### src/rtl/apb_master.sv
`default_nettype none
// ============================================================================
//  Module   : apb_master
//  Purpose  : APB requester. Turns a valid/ready command stream
//             (address, write flag, write data) into APB SETUP/ACCESS
//             transfers, waits for PREADY, and returns a valid/ready
//             response carrying read data and an error flag.
//             One transfer is in flight at a time.
//  Ports    : PCLK, PRESETn (async, active-low)
//             cmd_valid/cmd_ready/cmd_write/cmd_addr/cmd_wdata - command in
//             rsp_valid/rsp_ready/rsp_rdata/rsp_err            - response out
//             PSEL/PENABLE/PWRITE/PADDR/PWDATA/PRDATA/PREADY   - APB bus
//  Options  : APB_MASTER_TIMEOUT_EN - when defined, an ACCESS phase that
//             waits TIMEOUT_CYC cycles without PREADY is aborted with
//             rsp_err=1. When undefined, rsp_err is tied 0 and ACCESS
//             waits indefinitely.
//  Revision : 1.0 - initial release
// ============================================================================
module apb_master #(
    parameter int ADDR_W      = 32,
    parameter int DATA_W      = 32,
    parameter int TIMEOUT_CYC = 16
) (
    input  logic              PCLK,
    input  logic              PRESETn,
    // command stream
    input  logic              cmd_valid,
    output logic              cmd_ready,
    input  logic              cmd_write,
    input  logic [ADDR_W-1:0] cmd_addr,
    input  logic [DATA_W-1:0] cmd_wdata,
    // response stream
    output logic              rsp_valid,
    input  logic              rsp_ready,
    output logic [DATA_W-1:0] rsp_rdata,
    output logic              rsp_err,
    // APB requester side
    output logic              PSEL,
    output logic              PENABLE,
    output logic              PWRITE,
    output logic [ADDR_W-1:0] PADDR,
    output logic [DATA_W-1:0] PWDATA,
    input  logic [DATA_W-1:0] PRDATA,
    input  logic              PREADY
);

    typedef enum logic [1:0] {
        ST_IDLE   = 2'd0,
        ST_SETUP  = 2'd1,
        ST_ACCESS = 2'd2,
        ST_RESP   = 2'd3
    } state_t;

    state_t              r_state;
    logic                r_psel;
    logic                r_penable;
    logic                r_pwrite;
    logic [ADDR_W-1:0]   r_paddr;
    logic [DATA_W-1:0]   r_pwdata;
    logic                r_rsp_valid;
    logic [DATA_W-1:0]   r_rsp_rdata;

    // A zero limit would abort before the slave ever sees ACCESS.
    generate
        if (TIMEOUT_CYC < 1) begin : g_bad_timeout
            $error("apb_master: TIMEOUT_CYC must be at least 1");
        end
    endgenerate

`ifdef APB_MASTER_TIMEOUT_EN
    localparam int              c_CNT_W = $clog2(TIMEOUT_CYC + 1);
    // Counter holds the number of PREADY=0 cycles already spent in ACCESS,
    // so the cycle that would make it TIMEOUT_CYC is the abort cycle.
    localparam logic [c_CNT_W-1:0] c_LIMIT = c_CNT_W'(TIMEOUT_CYC - 1);

    logic                r_rsp_err;
    logic [c_CNT_W-1:0]  r_wait_cnt;
`endif

    always_ff @(posedge PCLK or negedge PRESETn) begin
        if (!PRESETn) begin
            r_state     <= ST_IDLE;
            r_psel      <= 1'b0;
            r_penable   <= 1'b0;
            r_pwrite    <= 1'b0;
            r_paddr     <= '0;
            r_pwdata    <= '0;
            r_rsp_valid <= 1'b0;
            r_rsp_rdata <= '0;
`ifdef APB_MASTER_TIMEOUT_EN
            r_rsp_err   <= 1'b0;
            r_wait_cnt  <= '0;
`endif
        end else begin
            case (r_state)
                ST_IDLE: begin
                    // cmd_ready is high throughout IDLE, so cmd_valid alone
                    // completes the handshake here.
                    if (cmd_valid) begin
                        r_pwrite <= cmd_write;
                        r_paddr  <= cmd_addr;
                        r_pwdata <= cmd_wdata;
                        r_psel   <= 1'b1;
                        r_state  <= ST_SETUP;
                    end else begin
                        r_psel   <= 1'b0;
                    end
                end

                ST_SETUP: begin
                    r_penable  <= 1'b1;
                    r_state    <= ST_ACCESS;
`ifdef APB_MASTER_TIMEOUT_EN
                    r_wait_cnt <= '0;
`endif
                end

                ST_ACCESS: begin
                    if (PREADY) begin
                        // Write responses carry zero data; read data is
                        // passed through untouched.
                        r_rsp_rdata <= r_pwrite ? '0 : PRDATA;
                        r_rsp_valid <= 1'b1;
                        r_psel      <= 1'b0;
                        r_penable   <= 1'b0;
                        r_state     <= ST_RESP;
`ifdef APB_MASTER_TIMEOUT_EN
                        r_rsp_err   <= 1'b0;
                    end else if (r_wait_cnt == c_LIMIT) begin
                        r_rsp_rdata <= '0;
                        r_rsp_err   <= 1'b1;
                        r_rsp_valid <= 1'b1;
                        r_psel      <= 1'b0;
                        r_penable   <= 1'b0;
                        r_state     <= ST_RESP;
                    end else begin
                        r_wait_cnt  <= r_wait_cnt + c_CNT_W'(1);
`endif
                    end
                end

                ST_RESP: begin
                    if (rsp_ready) begin
                        r_rsp_valid <= 1'b0;
                        r_state     <= ST_IDLE;
                    end
                end

                default: begin
                    r_state <= ST_IDLE;
                end
            endcase
        end
    end

    assign cmd_ready = (r_state == ST_IDLE);
    assign PSEL      = r_psel;
    assign PENABLE   = r_penable;
    assign PWRITE    = r_pwrite;
    assign PADDR     = r_paddr;
    assign PWDATA    = r_pwdata;
    assign rsp_valid = r_rsp_valid;
    assign rsp_rdata = r_rsp_rdata;
`ifdef APB_MASTER_TIMEOUT_EN
    assign rsp_err   = r_rsp_err;
`else
    assign rsp_err   = 1'b0;
`endif

endmodule
`default_nettype wire

### config.mk
export PLATFORM = sky130hd
export DESIGN_NAME = apb_master
export DESIGN_NICKNAME = d
export VERILOG_FILES = /design/src/rtl/apb_master.sv
export SDC_FILE = /design/constraint.sdc
export NUM_CORES = 1
export LEC_CHECK = 0
export CORE_UTILIZATION = 60
export DETAILED_ROUTE_END_ITERATION = 10
export DONT_BUFFER_PORTS = 1
export PLACE_DENSITY = 0.76
export SETUP_SLACK_MARGIN = 0.2
export SLEW_MARGIN = 20
export SYNTH_ARGS = -nofsm -noshare
export SYNTH_HDL_FRONTEND = slang
export SYNTH_SLANG_ARGS = --single-unit
### constraint.sdc
create_clock -name PCLK -period 5 [get_ports PCLK]
set_input_delay 0.25 -clock PCLK [delete_from_list [all_inputs] [get_ports PCLK]]
set_output_delay 0.25 -clock PCLK [all_outputs]
set_load 0.01 [all_outputs]
Yosys cells after proc, flatten, opt, wreduce, memory -nomap -nowiden. Index checks and enable logic that the tools add are counted.

Register bits: 102. Latch bits: 0. Bits in writable memories: 0. ROM bits: 0. Input port bits: 102. Output and inout port bits: 102. Word-level logic and storage cells: 36. Memories: 0.

$add $sub $neg: 0. $mul: 0. Divide/modulo/power cells: 0. $lt $le $gt $ge: 0. Eq/ne operators: 6. Shift-type cells: 0. Muxes and demuxes: 12. Bitwise operators: 0. Reductions and logical operators: 10.

Operators by type and width (number): 32-bit 2-to-1 mux (1); 2-bit case mux with 4 select lines (1); 2-bit AND reduction (4); 2-bit 2-to-1 mux (3); 2-bit inequality test (second input constant) (3); 1-bit case mux with 2 select lines (3); 3-bit AND reduction (2); 2-bit nonzero test (3); 2-bit equality test (second input constant) (2); 1-bit 2-to-1 mux (4); 2-bit by 1-bit equality test with 1-bit output (second input constant) (1); 2-bit zero test (1).

Depth between registers and ports, before layout. Gate-level depths: netlist of the first run.

Depth in word-level cells: 3. Depth in mapped cells: 6. Depth with buffers taken out: 5.

Least setup slack after synthesis of the first run. Ideal clock, no wire load.

Path kind: reg2reg. From: reg r_state[0]. To: reg r_paddr[0], in the netlist PADDR[0]. Library setup time: 128 ps. Arrival time: 1534 ps. Data required time: 4872 ps. Slack: 3338 ps. Cell stages (with the launch flop): 7. Buffers on the path: 2. Clock period less this slack: 1662 ps. Path through: dfrtp_1 -> inv_1 -> ha_1 -> nand2_1 -> buf_2 -> buf_2 -> mux2_1.

Cells in the longest elaborated chain, start to end: 2.

RTL lines: from (decl) (RTL line 54) `state_t r_state;`; from (signal assigned) (RTL line 82) `r_state <= ST_IDLE;`; from (signal assigned) (RTL line 104) `r_state <= ST_SETUP;`; from (signal assigned) (RTL line 112) `r_state <= ST_ACCESS;`; 2-bit zero test; named net cmd_ready (RTL line 28) `output logic cmd_ready,`; 2-bit AND reduction (no line); to (signal assigned) (RTL line 101) `r_paddr <= cmd_addr;`; to (decl) (RTL line 58) `logic [ADDR_W-1:0] r_paddr;`.

The timed path passes the listed nets, and every way through them passes these cells. A chain may end at the register's enable or synchronous reset.

Worst setup path in the final report of the first run.
From: reg r_state[1]. To: reg r_paddr[23], in the netlist PADDR[23].

Same word-level chain as after synthesis.

==> impl_metrics.toml, run 1 <==
[timing]
finalWorstSetupSlack_ns = 2.671
worstMarginPinSlew_ns = 0.9924
timing.slew.headroom = 0.3360
finalHoldViolations = 0
setup_total_negative_slack_ns = 0
setup_viol_count_final = 0
unrepaired_setup_endpoints_after_global_routing = "no"
post-route-min-period_ns = 2.329
finalMaxSlewViolations = 0
min_period_over_period = 0.4657
max_clock_freq_mhz = 429.4
clock_skew_after_layout_ns = 0.008307

[final_layout]
layout.filler_cells = 506
num-nets-final = 412
layout-drive-gt1-share = 0.06129
syn_to_final_growth_pct = 6.983
fin_util = 0.6715
num_antenna_cells = 0
final_instance_area_sq_um = 4313
register_area_sq_um = 2552
multi_input_area_sq_um = 1389

[die]
std_cell_rows = 29
floorplan.io_pins = 204
die_area_sq_um = 7051
floorplan.initialDensity = 0.6277
fp.dieW_microns = 83.97
coreArea_sq_um = 6422
die-height_microns = 83.97

[clock_network]
cts_root_buffer = "sky130_fd_sc_hd__clkbuf_8"
ctsLongestPathBuffers = 2
cts_buffers = 9
cts_tree = "built"
clk_pin_slew_worst_paths_ns = 0.09
cts.sinks = 102
cts-resized-gates = 0
clock_h_tree_levels = 3
clock_latency_reported_for_the_late_side_of_the_worst_skew_pair_ns = 0.35

[global_route]
grt_start_max_net_pins = 103
global_routing_met3_resource_utilization = 0.07616
grt_pass1_vias = 2205
grt_use_met1 = 0.2541
globalRouteTotalUtil = 0.2193
peak_usage_layer_in_the_global_routing_report = "met2"
global_route_wire_length_before_repair_microns = 11770
overflow = 0
antenna_found_initial = 0
groute.layer.met2.usage = 0.3696

[synthesis]
synth_top_family_by_area = "multiplexers"
synth-xor-area-share = 0
yosys.area.top_type_share = 0.6331
number_of_warnings_issued_by_yosys = 0
synth-compound-area-share = 0.04842
synthesis.instances = 307
synth.top_cells.by_count = "sky130_fd_sc_hd__dfrtp_1 (102), sky130_fd_sc_hd__mux2_1 (66), sky130_fd_sc_hd__nand2_1 (37)"
sequential_fraction_of_the_synthesis_area = 0.6331
ys_types = 18
synth_edf_count = 0
synth.top_cells.by_area = "sky130_fd_sc_hd__dfrtp_1 (63%), sky130_fd_sc_hd__mux2_1 (18%), sky130_fd_sc_hd__nand2b_1 (5.1%)"
top_ff_cell_synth = "sky130_fd_sc_hd__dfrtp_1"
synth_top_cell_by_area = "sky130_fd_sc_hd__dfrtp_1"
simple_gate_share_of_the_synthesized_area = 0.08659
ys_seq_elements = 102
synth.most_common_cell = "sky130_fd_sc_hd__dfrtp_1"
synthAdderAreaFrac = 0.01552
synth_mux_area_frac = 0.1918
synth_fp_nets = 414
post_synth.cell_area_avg_sq_um = 13.13
mappedNetlistArea_sq_um = 4031
share_of_async_settable_or_async_resettable_flops_after_synthesis = 1.000

[place]
place.detailed.hpwl_microns = 5447
gp_congestion = 0.7372
dp_slack_ns = 2.660
placed_area_sq_um = 4064
port_buffers = 0

[detailed_routing]
per_cell_via_count_in_the_routed_design = 5.775
drc_violations_left = 30
drt_pass1_iterations = 7
routed_wirelength_microns = 7492
routed_wire_length_per_instance_microns = 19.36
detailroute.via_count = 2235
route.antenna.remaining_nets = 0
detailedRoute.firstIterationViolations = 92

[setup_path]
critical_path.cell_chain = "inv_1, ha_1, nand2_2, buf_4, mux2_1"
path_class = "register to register"
path_max_fanout = 42
max_stage_delay_ns = 0.55
critical_path_required_ns = 5.22
timing.critical_path.from_type = "register"
timing.critical_path.slowest_stage_cell = "sky130_fd_sc_hd__buf_4"
critPathCaptureType = "register"
data_arrival_time_of_the_worst_path_ns = 2.55

[run_status]
status = "finished, violations left"
violations = "design-rule violations"

[power]
ir_drop_uv = 300.1
internal_power_mw = 1.835
switching_power_mw = 1.074
pwr_density_cell_nw_per_um2 = 674.3
clock_power_share = 0.176
combPwrFrac = 0.223
p_leak_nw = 1.935
switching_share = 0.3692
seq_power_share = 0.601

[hold_path]
classification_of_the_worst_slack_hold_path = "input port to register"

[job]
number_of_max_cap_violations = 0
worst max-delay path: cells and delay by family (launching register included):
kind                     cells  cell delay [ns]
adder cells (fa/ha/maj)      1             0.30
multiplexers                 1             0.39
buffers and inverters        2             0.63
flip-flops                   1             0.41
AND/OR/NAND/NOR              1             0.46
routing by layer:
layer / vias up / wire [microns]
li1: 1020 / -
met1: 1086 / 2669
met3: 11 / 820
met5: - / 0
met4: 0 / 136
met2: 118 / 3865
final cells by class:
cell class                      count  share of cell area
Clock inverter                      3            0.009864
Multi-Input combinational cell    183              0.3220
Clock buffer                       13             0.03684
Sequential cell                   102              0.5918
Inverter                            5            0.004352
Timing Repair Buffer                4             0.01276
Tap cell                           77             0.02234
power by group through the flow:
stage | sequential, mW | combinational (mW) | clock, mW
finish | 1.75 | 0.647 | 0.512
global route | 1.80 | 0.741 | 0.555
CTS | 1.75 | 0.665 | 0.527
detailed placement | 1.77 | 0.650 | 0
global placement | 1.75 | 0.602 | 0
floorplan | 1.64 | 0.581 | 0
metrics by stage:
step / std cells / hold slack (ns) / total power [mW]
after floorplan: 307 / -0.04559 / 2.219
after global placement: 368 / -0.04331 / 2.354
after detailed placement: 368 / -0.04360 / 2.416
after CTS: 387 / 0.008751 / 2.947
after global routing: 387 / 0.01084 / 3.093
final: 387 / 0.02720 / 2.908
final timing paths:
| check | start | endpoint | slack [ns] | cells past startpoint |
|---|---|---|---|---|
| max | r_state[1]$_DFFE_PN0P_ | PADDR[23]$_DFFE_PN0P_ | 2.67 | 5 |
| min | cmd_wdata[27] | PWDATA[27]$_DFFE_PN0P_ | 0.03 | 1 |
| max reg2reg | r_state[1]$_DFFE_PN0P_ | PADDR[23]$_DFFE_PN0P_ | 2.67 | 5 |
| min reg2reg | rsp_rdata[3]$_DFFE_PN0P_ | rsp_rdata[3]$_DFFE_PN0P_ | 0.56 | 2 |
| max in group asynchronous | PRESETn | rsp_rdata[9]$_DFFE_PN0P_ | 4.11 | 2 |
| min in group asynchronous | PRESETn | PWDATA[4]$_DFFE_PN0P_ | 0.52 | 2 |
cell usage in the layout, fill, tap and decap left out, drive strengths merged:
| cell type | netlist | routed |
|---|---|---|
| a222oi | 1 | 1 |
| a22o | 1 | 1 |
| buf | 8 | 2 |
| bufinv | 0 | 1 |
| clkbuf | 9 | 13 |
| clkinv | 0 | 1 |
| clkinvlp | 0 | 1 |
| conb | 1 | 1 |
| dfrtp | 102 | 102 |
| dlygate4sd3 | 0 | 2 |
| ha | 5 | 5 |
| inv | 5 | 5 |
| mux2 | 66 | 66 |
| mux2i | 3 | 3 |
| nand2 | 37 | 37 |
| nand2b | 33 | 33 |
| nor2 | 1 | 1 |
| o21ai | 34 | 34 |
| o22ai | 1 | 1 |
repair_timing:
action | CTS | global route
endpoints found under the hold margin | 103 | 0
hold buffers | 3 | 0
buffers inserted | 0 | 0
kinds of logic (layout without fill, tap and decap cells):
| family | count (synthesis) | in the layout |
|---|---|---|
| other cells | 1 | 1 |
| fa+ha+maj | 5 | 5 |
| compound gates | 37 | 37 |
| buf+inv | 22 | 25 |
| simple gates | 71 | 71 |
| mux | 69 | 69 |
| flops | 102 | 102 |
registers in the layout, summed over array words and instances, names as in the netlist:
register   count
PWRITE         1
PADDR         32
PSEL           1
PWDATA        32
r_state        2
rsp_rdata     32
PENABLE        1
rsp_valid      1
No activity file was read; power rests on OpenSTA's default activity.
==> run 2, diff against run 1 <==
--- a/config.mk
+++ b/config.mk
@@ -5,10 +5,10 @@
 export SDC_FILE = /design/constraint.sdc
 export NUM_CORES = 1
 export LEC_CHECK = 0
-export CORE_UTILIZATION = 60
+export CORE_UTILIZATION = 56
 export DETAILED_ROUTE_END_ITERATION = 10
 export DONT_BUFFER_PORTS = 1
-export PLACE_DENSITY = 0.76
+export PLACE_DENSITY = 0.74
 export SETUP_SLACK_MARGIN = 0.2
 export SLEW_MARGIN = 20
 export SYNTH_ARGS = -nofsm -noshare
==> constraint.sdc (replaced) <==
create_clock -name PCLK -period 2 [get_ports PCLK]
set_input_delay 0.1 -clock PCLK [delete_from_list [all_inputs] [get_ports PCLK]]
set_output_delay 0.1 -clock PCLK [all_outputs]
set_load 0.01 [all_outputs]
==> impl_metrics.toml, run 2 (synthesis gave the netlist of run 1 again) <==
[die]
die_area_sq_um = 7542
fp.dieW_microns = 86.85
coreArea_sq_um = 6869
floorplan.io_pins = 204
die-height_microns = 86.85
std_cell_rows = 30
floorplan.initialDensity = 0.5869

[hold_path]
classification_of_the_worst_slack_hold_path = "input port to asynchronous set/reset pin"

[run_status]
violations = "negative hold slack"
status = "finished, violations left"

[setup_path]
cpLargestDelayFamily = "flip-flops"
timing.critical_path.from_type = "register"
data_arrival_time_of_the_worst_path_ns = 1.90
critical_path.cell_chain = "inv_1, ha_2, nand2_2, clkbuf_16, mux2_1"
path_class = "register to register"
critical_path_required_ns = 2.22
reg2reg_depth = 5
regToRegSetupSlack_ns = 0.32
critPathCaptureType = "register"
path_buf_inv = 2
max_stage_delay_ns = 0.41
worst_r2r_startpoint = "r_state[0]$_DFFE_PN0P_"
worst_r2r_endpoint = "PWRITE$_DFFE_PN0P_"
path_max_fanout = 32
timing.critical_path.slowest_stage_cell = "sky130_fd_sc_hd__dfrtp_1"

[timing]
min_period_over_period = 0.8404
finalMaxSlewViolations = 0
timing.slew.headroom = 0.4353
fin_hold_ws_ns = -0.5640
setup_viol_count_final = 0
max_clock_freq_mhz = 594.9
finalHoldViolations = 102
worstMarginPinSlew_ns = 0.8470
setup_total_negative_slack_ns = 0
post-route-min-period_ns = 1.681
clock_skew_after_layout_ns = 0.01222
unrepaired_setup_endpoints_after_global_routing = "no"

[place]
gp_congestion = 0.7713
port_buffers = 0
placed_area_sq_um = 4120
place.detailed.hpwl_microns = 5348
placed_cells = 388

[detailed_routing]
per_cell_via_count_in_the_routed_design = 5.274
topRoutingLayerUsed = "met4"
detail_route.wirelength.met1_microns = 3710
drc_violations_left = 0
routed_wire_length_per_instance_microns = 18.75
dr_wl_met2_microns = 4589
detailedRoute.firstIterationViolations = 78
route.antenna.remaining_nets = 0
drt_pass1_iterations = 4
detailroute.via_count = 2658
routed_wirelength_microns = 9450
dr_wl_met3_microns = 992

[job]
number_of_max_cap_violations = 0

[power]
seq_power_share = 0.591
design_power_total_mw = 7.462
switching_share = 0.3855
switching_power_mw = 2.877
clock_power_share = 0.152
pwr_density_cell_nw_per_um2 = 1404
combPwrFrac = 0.256
internal_power_mw = 4.585
p_leak_nw = 2.338
ir_drop_uv = 827.2

[final_layout]
num-nets-final = 510
most-common-layout-cells = "sky130_fd_sc_hd__dfrtp_1 (102), sky130_fd_sc_hd__dlygate4sd3_1 (99), sky130_fd_sc_hd__mux2_1 (66)"
layout_commonest_cell = "sky130_fd_sc_hd__dfrtp_1"
layout-drive-gt1-share = 0.05160
final_instance_area_sq_um = 5314
count_of_non_filler_cells_in_the_finished_layout = 504
syn_to_final_growth_pct = 31.81

[clock_network]
post-cts-setup-buffer-count = 0
clk_pin_slew_worst_paths_ns = 0.10
cts_root_buffer = "sky130_fd_sc_hd__clkbuf_8"
clock_latency_reported_for_the_late_side_of_the_worst_skew_pair_ns = 0.35
holdBufCountCts = 99
ctsLongestPathBuffers = 2
cts.sinks = 102
cts_buffers = 9
clock_h_tree_levels = 3
cts_tree = "built"

[global_route]
globalRouteTotalUtil = 0.2455
grt_pass1_vias = 2730
overflow = 0
grt_start_max_net_pins = 103
global_route_wire_length_before_repair_microns = 13780
antenna_found_initial = 0
[run 2: final cells by class]
type                       count  area (sq um)
sequential                   102          2552
fill                         418          1555
multi-input combinational    183          1391
timing repair buffer         102          1064
clock buffer                  10         127.6
tap                           96         120.1
clock inverter                 5         37.54
inverter                       5         18.77
antenna                        1         2.502
[run 2: worst reg2reg max path, delay by kind of cell, from the launching register on]
| family | cells | cell delay [ns] |
|---|---|---|
| flip-flops | 1 | 0.41 |
| adder cells (fa/ha/maj) | 1 | 0.28 |
| AND/OR/NAND/NOR | 1 | 0.14 |
| multiplexers | 1 | 0.35 |
| buffers and inverters | 2 | 0.38 |
[run 2: per-stage QoR]
stage / utilization / worst slack, ns
after floorplan: - / 0.3383
after global placement: 0.5998 / 0.3116
after detailed placement: 0.5998 / 0.2706
after CTS: 0.7681 / 0.2609
after global routing: 0.7732 / 0.2409
final: 0.7736 / 0.3191
[run 2: power by group through the flow]
stage          combinational [mW]  sequential (mW)  clock, mW
4_1_cts                      1.81             4.38       1.15
3_5_place_dp                 1.67             4.41          0
3_3_place_gp                 1.54             4.39          0
5_1_grt                      2.11             4.54       1.24
6_report                     1.91             4.41       1.14
2_1_floorplan                1.45             4.09          0
[run 2: worst max path at each step]
stage                            from                endpoint  slack [ns]  cells past startpoint
4_1_cts        r_state[1]$_DFFE_PN0P_   PADDR[30]$_DFFE_PN0P_        0.26                      5
6_report       r_state[0]$_DFFE_PN0P_      PWRITE$_DFFE_PN0P_        0.32                      5
3_5_place_dp   r_state[0]$_DFFE_PN0P_  r_state[1]$_DFFE_PN0P_        0.27                      4
5_1_grt        r_state[1]$_DFFE_PN0P_  r_state[1]$_DFFE_PN0P_        0.24                      4
3_3_place_gp   r_state[0]$_DFFE_PN0P_  r_state[1]$_DFFE_PN0P_        0.31                      4
2_1_floorplan  r_state[0]$_DFFE_PN0P_    PADDR[0]$_DFFE_PN0P_        0.34                      6
[run 2: metal layers]
metal,up-vias,global-route usage
met2,137,0.4087
met4,0,0.09848
met3,16,0.09619
met1,1285,0.2851
met5,-,0
li1,1220,-
[run 2: timing repair]
| item | in CTS | in global routing |
|---|---|---|
| hold endpoints to repair | 202 | 102 |
| resized for setup | 0 | 2 |
| endpoints found under the setup margin | 0 | 58 |
